`config.mk`:
```
export PLATFORM = sky130hd
export DESIGN_NAME = fifo_tx_drain
export DESIGN_NICKNAME = d
export VERILOG_FILES = /design/src/rtl/fifo_tx_drain.sv
export SDC_FILE = /design/constraint.sdc
export NUM_CORES = 1
export LEC_CHECK = 0
export CORE_MARGIN = 1
export CORE_UTILIZATION = 35
export CTS_CLUSTER_SIZE = 24
export DETAILED_ROUTE_END_ITERATION = 10
export HOLD_SLACK_MARGIN = 0.05
export PLACE_DENSITY_LB_ADDON = 0.12
export SLEW_MARGIN = 20
export SYNTH_ARGS = -nofsm -noshare
export SYNTH_HDL_FRONTEND = slang
export SYNTH_SLANG_ARGS = --single-unit
```
`constraint.sdc`:
```
create_clock -name CLK -period 1.55 [get_ports CLK]
set_clock_uncertainty 0.1 [all_clocks]
set_input_delay 0.155 -clock CLK [delete_from_list [all_inputs] [get_ports CLK]]
set_output_delay 0.155 -clock CLK [all_outputs]
set_load 0.02 [all_outputs]
```
`src/rtl/fifo_tx_drain.sv`:
```
// rtl/fifo_tx_drain.sv - read-side FIFO drain controller pacing one pop per transmitter frame.
// Optional abort of a frame the transmitter never accepts: define DRAIN_TIMEOUT_EN.
module fifo_tx_drain #(
    parameter int DATA_WIDTH  = 8,
    parameter int TIMEOUT_CYC = 255
) (
    input  logic                  CLK,
    input  logic                  RST_n,
    input  logic                  tx_enable,
    input  logic                  rempty,
    input  logic [DATA_WIDTH-1:0] rdata,
    output logic                  rinc,
    input  logic                  tx_busy,
    output logic [DATA_WIDTH-1:0] tx_data,
    output logic                  tx_valid,
    output logic [15:0]           drain_cnt,
    output logic                  timeout_err
);

    typedef enum logic [1:0] {
        S_IDLE      = 2'd0,
        S_SEND      = 2'd1,
        S_WAIT_DONE = 2'd2
    } state_t;

    state_t                  state_q, state_d;
    logic                    rinc_q, rinc_d;
    logic [DATA_WIDTH-1:0]   data_q, data_d;
    logic [15:0]             cnt_q, cnt_d;

`ifdef DRAIN_TIMEOUT_EN
    localparam logic [7:0] TO_LAST = 8'(TIMEOUT_CYC - 1);
    logic [7:0] to_cnt_q, to_cnt_d;
    logic       to_err_q, to_err_d;
`endif

    always_ff @(posedge CLK or negedge RST_n) begin
        if (!RST_n) begin
            state_q  <= S_IDLE;
            rinc_q   <= 1'b0;
            data_q   <= '0;
            cnt_q    <= '0;
`ifdef DRAIN_TIMEOUT_EN
            to_cnt_q <= '0;
            to_err_q <= 1'b0;
`endif
        end else begin
            state_q  <= state_d;
            rinc_q   <= rinc_d;
            data_q   <= data_d;
            cnt_q    <= cnt_d;
`ifdef DRAIN_TIMEOUT_EN
            to_cnt_q <= to_cnt_d;
            to_err_q <= to_err_d;
`endif
        end
    end

    always_comb begin
        state_d  = state_q;
        rinc_d   = 1'b0;
        data_d   = data_q;
        cnt_d    = cnt_q;
`ifdef DRAIN_TIMEOUT_EN
        to_cnt_d = to_cnt_q;
        to_err_d = 1'b0;
`endif
        case (state_q)
            S_IDLE: begin
                // The 4-cycle minimum loop guarantees rempty reflects the last pop here.
                if (tx_enable && !rempty && !tx_busy) begin
                    data_d  = rdata;
                    rinc_d  = 1'b1;
                    state_d = S_SEND;
`ifdef DRAIN_TIMEOUT_EN
                    to_cnt_d = '0;
`endif
                end
            end
            S_SEND: begin
                if (tx_busy) begin
                    state_d = S_WAIT_DONE;
                end else begin
`ifdef DRAIN_TIMEOUT_EN
                    // Busy rising wins over a coincident timeout via the branch above.
                    if (to_cnt_q == TO_LAST) begin
                        state_d  = S_IDLE;
                        to_err_d = 1'b1;
                    end else begin
                        to_cnt_d = to_cnt_q + 8'd1;
                    end
`endif
                end
            end
            S_WAIT_DONE: begin
                if (!tx_busy) begin
                    cnt_d   = cnt_q + 16'd1;
                    state_d = S_IDLE;
                end
            end
            default: state_d = S_IDLE;
        endcase
    end

    assign rinc      = rinc_q;
    assign tx_data   = data_q;
    assign tx_valid  = (state_q == S_SEND);
    assign drain_cnt = cnt_q;
`ifdef DRAIN_TIMEOUT_EN
    assign timeout_err = to_err_q;
`else
    assign timeout_err = 1'b0;
`endif

endmodule

```
Yosys cells after proc, flatten, opt, wreduce, memory -nomap -nowiden
Index checks and enable logic that the tools add are counted.

Add/subtract/negate cells: 1. Equality and inequality tests: 5. Multiplexer cells: 6. Bitwise gates (word level): 1. Reduce and logical (&&, ||, !) cells: 8.

Operator list (number): $add 16x1->16 const B (1); $mux 2 (3); $ne 2x2->1 const B (3); $pmux 2 s3 (1); $reduce_and 2->1 (2); $reduce_and 3->1 (1); $eq 2x1->1 const B (1); $eq 2x2->1 const B (1); $logic_and 1x1->1 (2); $logic_not 1->1 (2); $logic_not 2->1 (1); $mux 1 (2); $not 1->1 (1).

Register bits after elaboration: 27. Bits of input ports: 13. Word-level logic and storage cells: 25.

Depth between registers and ports, before layout
Word-level depth: 5. Gate-level depth with buffers: 5. Mapped depth without buffers: 5.

Worst setup path before layout
Ideal clock, no wire load.

Path type: register -> register. From: register cnt_q[4] (netlist: drain_cnt[4]). To: register cnt_q[13] (netlist: drain_cnt[13]). Setup time: 129 ps. Arrival time: 1308 ps. Setup slack: 13 ps. Stages on the path, launching flop included: 5. Path buffers: 0. Period minus slack after synthesis: 1537 ps. Path through: dfrtp_1 -> nand3_2 -> nor4_4 -> nand3_1 -> xnor2_1.

Longest elaborated chain between the ends: 1.

RTL lines: from (decl) (line 29) `logic [15:0] cnt_q, cnt_d;`; from (signal assigned) (line 51) `cnt_q <= cnt_d;`; $add 16x1->16 (line 97) `cnt_d = cnt_q + 16'd1;`.

Every way passes these cells. A chain may end at the register's enable or synchronous reset.

Worst setup path after layout
From: register state_q[0]. To: register cnt_q[8] (netlist: drain_cnt[8]).

Longest elaborated chain between the ends: 2.

RTL lines: from (decl) (line 26) `state_t state_q, state_d;`; from (signal assigned) (line 48) `state_q <= state_d;`; $eq 2x2->1 (line 68) `case (state_q)`; $reduce_and 2->1 (no source line).

Every way passes these cells.

==> results.yml <==
pwr:
  peakVddDrop_v: 0.000469
  leakage_nw: 0.900
  power_density_nw_per_um2: 1010
yosys:
  ys_types: 23
  syn_area_um2: 1160
  yosys_warnings: 0
  synth_top_family_by_area: "simple AND/OR/NAND/NOR gates"
  syn_nets: 104
  yosys.area.top_type: "dfrtp_1"
  ys_seq_elements: 27
  synth_top_cell_area_share_pct: 58.1
  ys_seq_area_share_pct: 58.1
  syn_inst: 90
  syn_area_per_cell_um2: 12.9
  synthAdderAreaFrac_pct: 1.08
  yosys-top-cells-area: "dfrtp_1 58%, mux2_2 8.7%, xnor2_1 6.8%"
  synth_xor_area_share_pct: 11.3
  synth-compound-area-share_pct: 1.29
  synth_mux_area_share_pct: 8.72
  yosys.area_share.simple_pct: 16.8
hold_path:
  hp-class: "in2async"
clock_network:
  cts.sinks: 27
  cts_tree: "done"
  clk_path_buf_depth: 2
  clk_latency_ns: 0.33
  numCtsBuffers: 3
  cts_root_buf: "clkbuf_4"
  htreeDepth: 1
  clk_pin_slew_ns: 0.15
layout:
  final_cell_mix: "26 x dfrtp_1, 24 x dlygate4sd2_1, 12 x clkdlybuf4s50_1, 10 x buf_4"
  final_core_util_pct: 54.5
  fin_nets: 156
  antenna_cells: 0
  fillers: 299
  drive_above_1_share_pct: 24.1
  area_delta_synth_final_pct: 45.5
  final_common_cell: "dfrtp_1"
global_route:
  grt_pass1_vias: 820
  grt_pass1_wl_um: 3550
  antenna_found_initial: 0
  grt_max_degree: 28
  grtUsageTotal_pct: 13.4
  grt-ovfl-total: 0
die:
  design.die.area_um2: 3560
  rows: 20
  initial_core_util_pct: 37.5
  core_area_um2: 3100
  die_h_um: 59.6
  ioPinCount: 40
  dieWidth_um: 59.6
worst_setup_path:
  cp-end-kind: "register"
  path_class: "reg2reg"
  arrival_ns: 1.65
  worst_r2r_endpoint: "drain_cnt[8]"
  startpoint_type: "register"
  cp_num_buf_inv: 1
  slowest_delay_ns: 0.44
  cp_cell_sequence: "nand4bb_1, buf_6, nor3_4, and3_1, xor2_1"
  cp_top_family: "simple AND/OR/NAND/NOR gates"
  r2r_start: "state_q[0]"
  crit_path_max_fanout: 7
  cp.required_ns: 1.72
  reg2reg_slack_ns: 0.07
  ff2ff_path_depth: 5
  critical_path.slowest_cell: "dfrtp_1"
placed_design:
  post-place-ws_ns: -0.247
  place_hpwl_um: 1550
  port_buffers: 38
  gp_congestion: 0.740
detailed_routing:
  vias: 827
  drc_errors: 0
  vias_per_cell: 4.47
  dr.pass1.iters: 4
  postRouteAntennaNets: 0
  wire_per_inst_um: 11.2
  routed_wirelength_um: 2070
  drt-initial-drc-count: 17
sta:
  fin_ws_ns: 0.0700
  clock.fmax_ghz: 0.676
  post-route-period-util_pct: 95.5
  slew_viol_final: 0
  rsz0062_at_grt: "yes"
  setup_viol: 0
  finalHoldViolCount: 0
  period_needed_ns: 1.48
run_status:
  status: "finished, final reports clean"
flow_run:
  drv_cap: 0
==> sequential cells by signal, summed over array words and instances, names as in the netlist <==
name,cells
tx_data,8
drain_cnt,16
state_q,2
rinc,1
==> final cells by class <==
cell class | instances | area [um^2] | area share [%]
Tap cell | 44 | 55.1 | 3.25
Multi-Input combinational cell | 59 | 472 | 27.9
Inverter | 1 | 3.75 | 0.222
Clock inverter | 1 | 7.51 | 0.444
Timing Repair Buffer | 50 | 454 | 26.8
Sequential cell | 27 | 677 | 40.0
Clock buffer | 3 | 22.5 | 1.33
==> cell usage after synthesis, drive strengths merged <==
library cell / n
xor2: 6
and3: 4
nand2b: 1
nand4bb: 1
a21boi: 1
nor2: 5
or2b: 1
conb: 1
nand2: 9
nand3: 6
nor4: 2
ha: 1
mux2: 9
inv: 1
nor3: 2
xnor2: 9
dfrtp: 27
buf: 3
o21bai: 1
==> per-stage QoR <==
step,TNS [ns],hold slack [ns],power [mW],std cells,instance area (um^2)
detailed placement,-2.73,0.365,1.47,179,1660
CTS,0,0.0733,1.71,183,1660
floorplan,0,-0.241,1.17,90,1160
global route,-0.0723,0.0948,1.82,185,1690
finish,0,0.0664,1.72,185,1690
global placement,-2.39,0.363,1.46,179,1660
==> cell families after synthesis <==
logic type               Yosys count
buffers and inverters              4
other                              1
AND/OR/NAND/NOR                   31
multiplexers                       9
AO/OA/AOI/OAI                      2
adder cells (fa/ha/maj)            1
XOR/XNOR                          15
flip-flops                        27
==> worst max path at each step <==
stage | start | depth (start not counted) | to | slack (ns)
floorplan | drain_cnt[4] | 4 | drain_cnt[13] | 0.01
global placement | tx_busy | 6 | drain_cnt[15] | -0.22
detailed placement | tx_busy | 6 | drain_cnt[11] | -0.25
CTS | rinc | 1 | rinc | 0.02
global route | state_q[0] | 5 | drain_cnt[13] | -0.02
finish | state_q[0] | 5 | drain_cnt[8] | 0.07
==> timing repair <==
action                     CTS  global route
pin swaps                    1             4
buffers inserted             0             2
cloned                       0             0
resized for setup           28             7
hold buffers                 0             0
setup endpoints to repair   29            17
==> power by group <==
part	internal, mW	switching [mW]
logic	0.252	0.254
clock network	0.0988	0.215
registers	0.812	0.0861
total	1.16	0.554
==> metal layers <==
metal	vias to the layer above	wire, um	GRT usage (%)
met4	0	33	5.98
met5	-	0	0
met2	30	948	21.5
li1	402	-	-
met1	391	978	17.2
met3	4	111	3.28
Power figures use the tool's default switching activity.
